**src/rtl/rv_pkg.sv**
```systemverilog
// Shared RV32I decode definitions: major opcodes and immediate format codes.
package rv_pkg;

  localparam logic [6:0] OPC_LOAD   = 7'b0000011;
  localparam logic [6:0] OPC_OPIMM  = 7'b0010011;
  localparam logic [6:0] OPC_JALR   = 7'b1100111;
  localparam logic [6:0] OPC_FENCE  = 7'b0001111;
  localparam logic [6:0] OPC_SYSTEM = 7'b1110011;
  localparam logic [6:0] OPC_STORE  = 7'b0100011;
  localparam logic [6:0] OPC_BRANCH = 7'b1100011;
  localparam logic [6:0] OPC_LUI    = 7'b0110111;
  localparam logic [6:0] OPC_AUIPC  = 7'b0010111;
  localparam logic [6:0] OPC_JAL    = 7'b1101111;

  // funct3 values of OP-IMM that encode a shift amount instead of an immediate
  localparam logic [2:0] F3_SLLI      = 3'b001;
  localparam logic [2:0] F3_SRLI_SRAI = 3'b101;

  typedef enum logic [2:0] {
    IMM_NONE  = 3'd0,
    IMM_I     = 3'd1,
    IMM_S     = 3'd2,
    IMM_B     = 3'd3,
    IMM_U     = 3'd4,
    IMM_J     = 3'd5,
    IMM_SHAMT = 3'd6
  } imm_type_e;

endpackage

```
**src/rtl/imm_gen.sv**
```systemverilog
// RV32I immediate generator: combinational decode plus an optional one-cycle
// registered copy for pipelined datapaths. Only XLEN = 32 is supported.
module imm_gen
  import rv_pkg::*;
#(
  parameter int unsigned XLEN    = 32,
  parameter bit          REG_OUT = 1'b1
) (
  input  logic            clk,
  input  logic            rst,
  input  logic [31:0]     instr,
  output logic [XLEN-1:0] imm_out,
  output logic [2:0]      imm_type,
  output logic            imm_valid,
  output logic [XLEN-1:0] imm_q,
  output logic [2:0]      imm_type_q
);

  logic [6:0] opcode;
  logic [2:0] funct3;
  imm_type_e  typ;

  assign opcode = instr[6:0];
  assign funct3 = instr[14:12];

  // Classify the opcode into an immediate format
  always_comb begin
    typ = IMM_NONE;
    unique case (opcode)
      OPC_OPIMM: begin
        if (funct3 == F3_SLLI || funct3 == F3_SRLI_SRAI) typ = IMM_SHAMT;
        else                                             typ = IMM_I;
      end
      OPC_LOAD, OPC_JALR, OPC_FENCE, OPC_SYSTEM: typ = IMM_I;
      OPC_STORE:                                 typ = IMM_S;
      OPC_BRANCH:                                typ = IMM_B;
      OPC_LUI, OPC_AUIPC:                        typ = IMM_U;
      OPC_JAL:                                   typ = IMM_J;
      default:                                   typ = IMM_NONE;
    endcase
  end

  // Assemble the immediate for the selected format; sign always from instr[31]
  always_comb begin
    imm_out = '0;
    unique case (typ)
      IMM_I:     imm_out = {{20{instr[31]}}, instr[31:20]};
      IMM_SHAMT: imm_out = {27'd0, instr[24:20]};
      IMM_S:     imm_out = {{20{instr[31]}}, instr[31:25], instr[11:7]};
      IMM_B:     imm_out = {{19{instr[31]}}, instr[31], instr[7], instr[30:25],
                            instr[11:8], 1'b0};
      IMM_U:     imm_out = {instr[31:12], 12'd0};
      IMM_J:     imm_out = {{11{instr[31]}}, instr[31], instr[19:12], instr[20],
                            instr[30:21], 1'b0};
      default:   imm_out = '0;
    endcase
  end

  assign imm_type  = typ;
  assign imm_valid = (typ != IMM_NONE);

  if (REG_OUT) begin : g_reg
    // Pipeline copy of the immediate; reset wins over capture
    always_ff @(posedge clk) begin
      if (rst) begin
        imm_q      <= '0;
        imm_type_q <= '0;
      end else begin
        imm_q      <= imm_out;
        imm_type_q <= imm_type;
      end
    end
  end else begin : g_noreg
    assign imm_q      = '0;
    assign imm_type_q = '0;
  end

endmodule

```
**config.mk**
```make
export PLATFORM = sky130hd
export DESIGN_NAME = imm_gen
export DESIGN_NICKNAME = d
export VERILOG_FILES = /design/src/rtl/rv_pkg.sv /design/src/rtl/imm_gen.sv
export SDC_FILE = /design/constraint.sdc
export NUM_CORES = 1
export LEC_CHECK = 0
export BUFFER_PORTS_ARGS = -buffer_cell sky130_fd_sc_hd__buf_2
export CAP_MARGIN = 20
export CORE_MARGIN = 2
export CORE_UTILIZATION = 35
export CTS_CLUSTER_SIZE = 16
export DETAILED_ROUTE_END_ITERATION = 16
export PLACE_DENSITY = 0.71
export REMOVE_ABC_BUFFERS = 1
export SLEW_MARGIN = 20
export SYNTH_ARGS = -nofsm -noshare
export SYNTH_HDL_FRONTEND = slang
export SYNTH_SLANG_ARGS = --single-unit
export TNS_END_PERCENT = 50
```
**constraint.sdc**
```tcl
create_clock -name clk -period 4.3 [get_ports clk]
set_input_delay 0.215 -clock clk [delete_from_list [all_inputs] [get_ports clk]]
set_output_delay 0.215 -clock clk [all_outputs]
set_load 0.05 [all_outputs]
```
==> flow_summary.json <==
{
  "cts_hold_buffers": 0,
  "synth_flop_cell": "dfxtp_1",
  "maxCapViolCount": 0,
  "critPathMaxStageDelay_ns": 0.68,
  "io_buffers": 104,
  "drive_gt1_share_pct": 42.02,
  "hold_path.class": "primary input to flip-flop",
  "synth-seq-area-share_pct": 38.97,
  "viasPerCell": 5.034,
  "yosysUniqueCellTypes": 42,
  "finalCritPeriodShare_pct": 60.66,
  "wire_per_inst_um": 13.16,
  "stdcell_area_um2": 2424,
  "place_congestion": 0.8771,
  "die_y_um": 75.68,
  "netlist_top_cells_area": "dfxtp_1, a21o_1, nand2_1, o21ai_0, nor3b_2",
  "cp_num_buf_inv": 3,
  "n_antenna_cell": 0,
  "fin_cells": 377,
  "dp_hpwl_um": 3625,
  "syn_avg_cell_area_um2": 8.562,
  "cts_resized": 0,
  "finalWirelength_um": 4960,
  "fin_crit_ns": 2.608,
  "p_leak_uw": 0.001288,
  "grt_overflow_total": 0,
  "clkTransAtPathRegs_ns": 0.08,
  "cts_inserted_buffers": 5,
  "place_area_um2": 2331,
  "synthAdderAreaFrac_pct": 0,
  "status": "finished clean",
  "synth.most_common_cell": "dfxtp_1",
  "clockBufferDepth": 2,
  "tightest_slew_ns": 0.8332,
  "required_ns": 4.09,
  "ys_ff_latch": 35,
  "dp_cells": 369,
  "synth_mux_area_share_pct": 0,
  "synthArstFlopShare_pct": 0,
  "report.final.slew_viol_count": 0,
  "syn_area_um2": 1798,
  "start_util_pct": 35.66,
  "ant_nets": 0,
  "grt_use_total_pct": 16.31,
  "slew_headroom_pct": 44.33,
  "drt_iter0_markers": 59,
  "synth_top_family_by_area": "compound AO/OA/AOI/OAI gates",
  "grt_pass1_wl_um": 7072,
  "synth_common_cells": "dfxtp_1, nand2_1, o21ai_0",
  "nets": 340,
  "setup.worst_path.start_class": "primary input",
  "fillers": 495,
  "rsz0062_at_grt": "false",
  "netlist.area_leader.share_pct": 38.97,
  "dr.pass1.iters": 4,
  "fin_util_pct": 48.06,
  "multi_input_area_um2": 1011,
  "grt_antenna_before_repair": 0,
  "h-tree-depth": 2,
  "die_w_um": 75.68,
  "syn-instance-count": 210,
  "cts.sink_count": 35,
  "cts_tree": "built",
  "synth_warnings": 0,
  "crit_type": "primary input to output pin",
  "crit_path_max_fanout": 34,
  "path_cells": "buf_2 -> nor3b_1 -> a32o_1 -> o31ai_4 -> inv_2 -> a21oi_4 -> o21ai_0 -> buf_2",
  "power_density_nw_per_um2": 298.7,
  "rows": 26,
  "crit_slowest_cell": "a21oi_4",
  "grt_max_degree": 35,
  "ir_drop_mv": 0.1618,
  "synth_compound_area_share_pct": 28.39,
  "tns_ns": 0,
  "synth_xor_area_share_pct": 0.9743,
  "worstSetupEndpointType": "output pin",
  "core_area_um2": 5042,
  "fmax_mhz": 383.4,
  "seqCellArea_um2": 700.7,
  "die_area_um2": 5727,
  "drc": 0,
  "cts-root-buf": "clkbuf_8",
  "finalHoldViolCount": 0,
  "synthSimpleGateAreaFrac_pct": 26.86,
  "cts_setup_buffers": 0,
  "synth_largest_area_cell": "dfxtp_1",
  "setup_viol": 0,
  "cp.arrival_ns": 2.39,
  "grt_pass1_vias": 1496,
  "boundaryPins": 105,
  "path_common_cell": "buf_2",
  "synth-edff-count": 0,
  "via_count": 1898,
  "cp_top_family": "compound AO/OA/AOI/OAI gates",
  "area_delta_synth_final_pct": 34.79
}
[worst paths after layout]
| kind | startpoint | endpoint | slack, ns | cells after the start |
|---|---|---|---|---|
| hold / removal | instr[16] | imm_q[16]$_SDFF_PP0_ | 0.13 | 2 |
| setup / recovery | instr[6] | imm_out[25] | 1.69 | 8 |
[where the power goes]
part           total [uW]  switching [uW]  internal [uW]  leakage (uW)
clock network         249             133            116     0.0000408
logic                 145             105           40.1      0.000964
registers             330            1.08            329      0.000283
total                 724             239            485       0.00129
[layout by cell type, fill, tap and decap left out, types with 3 or more instances in the layout]
cell type / netlist / final
a311oi_1: 4 / 4
and2_1: 3 / 3
nor3b_2: 7 / 7
nand2_1: 32 / 32
clkbuf_8: 0 / 5
o21ai_1: 5 / 5
buf_2: 6 / 104
a21oi_1: 10 / 10
a21o_1: 16 / 16
and3_1: 3 / 3
dfxtp_1: 35 / 35
o21ai_0: 21 / 21
nand2b_1: 3 / 3
a31oi_1: 4 / 4
nand3_1: 3 / 3
nor3_1: 4 / 4
nor2b_1: 9 / 9
nor2_1: 10 / 10
[sequential cells by signal, indices dropped and copies added (netlist names)]
| signal | count |
|---|---|
| imm_q | 32 |
| imm_type_q | 3 |
[final cells by class]
cell class | count | share of cell area, %
clock buffers | 5 | 2.839
clock inverters | 3 | 0.9809
inverters | 3 | 0.4646
multi-input cells | 157 | 41.71
flip-flops and latches | 35 | 28.91
well taps | 70 | 3.614
repair buffers | 104 | 21.48
[cell families (layout without fill, tap and decap cells)]
group           after synthesis  count (layout)
compound gates               70              70
xor+xnor                      2               2
buf+inv                      18             115
flops                        35              35
simple gates                 85              85
[through the flow]
step | hold WS (ns) | worst slack (ns) | power (uW)
floorplan | 0.2841 | 1.388 | 430.0
global placement | 0.4283 | 1.791 | 480.4
detailed placement | 0.4325 | 1.707 | 482.4
CTS | 0.1250 | 1.701 | 732.3
global route | 0.1287 | 1.472 | 752.2
finish | 0.1336 | 1.692 | 724.0
[routing by layer]
layer  global-route usage (%)  part of all wire [%]
met5                        0                     0
met4                    5.263                   1.1
met3                    4.233                   5.9
met2                    26.47                    49
met1                    21.20                    44
Note: power is estimated with default switching activity, not from simulation.
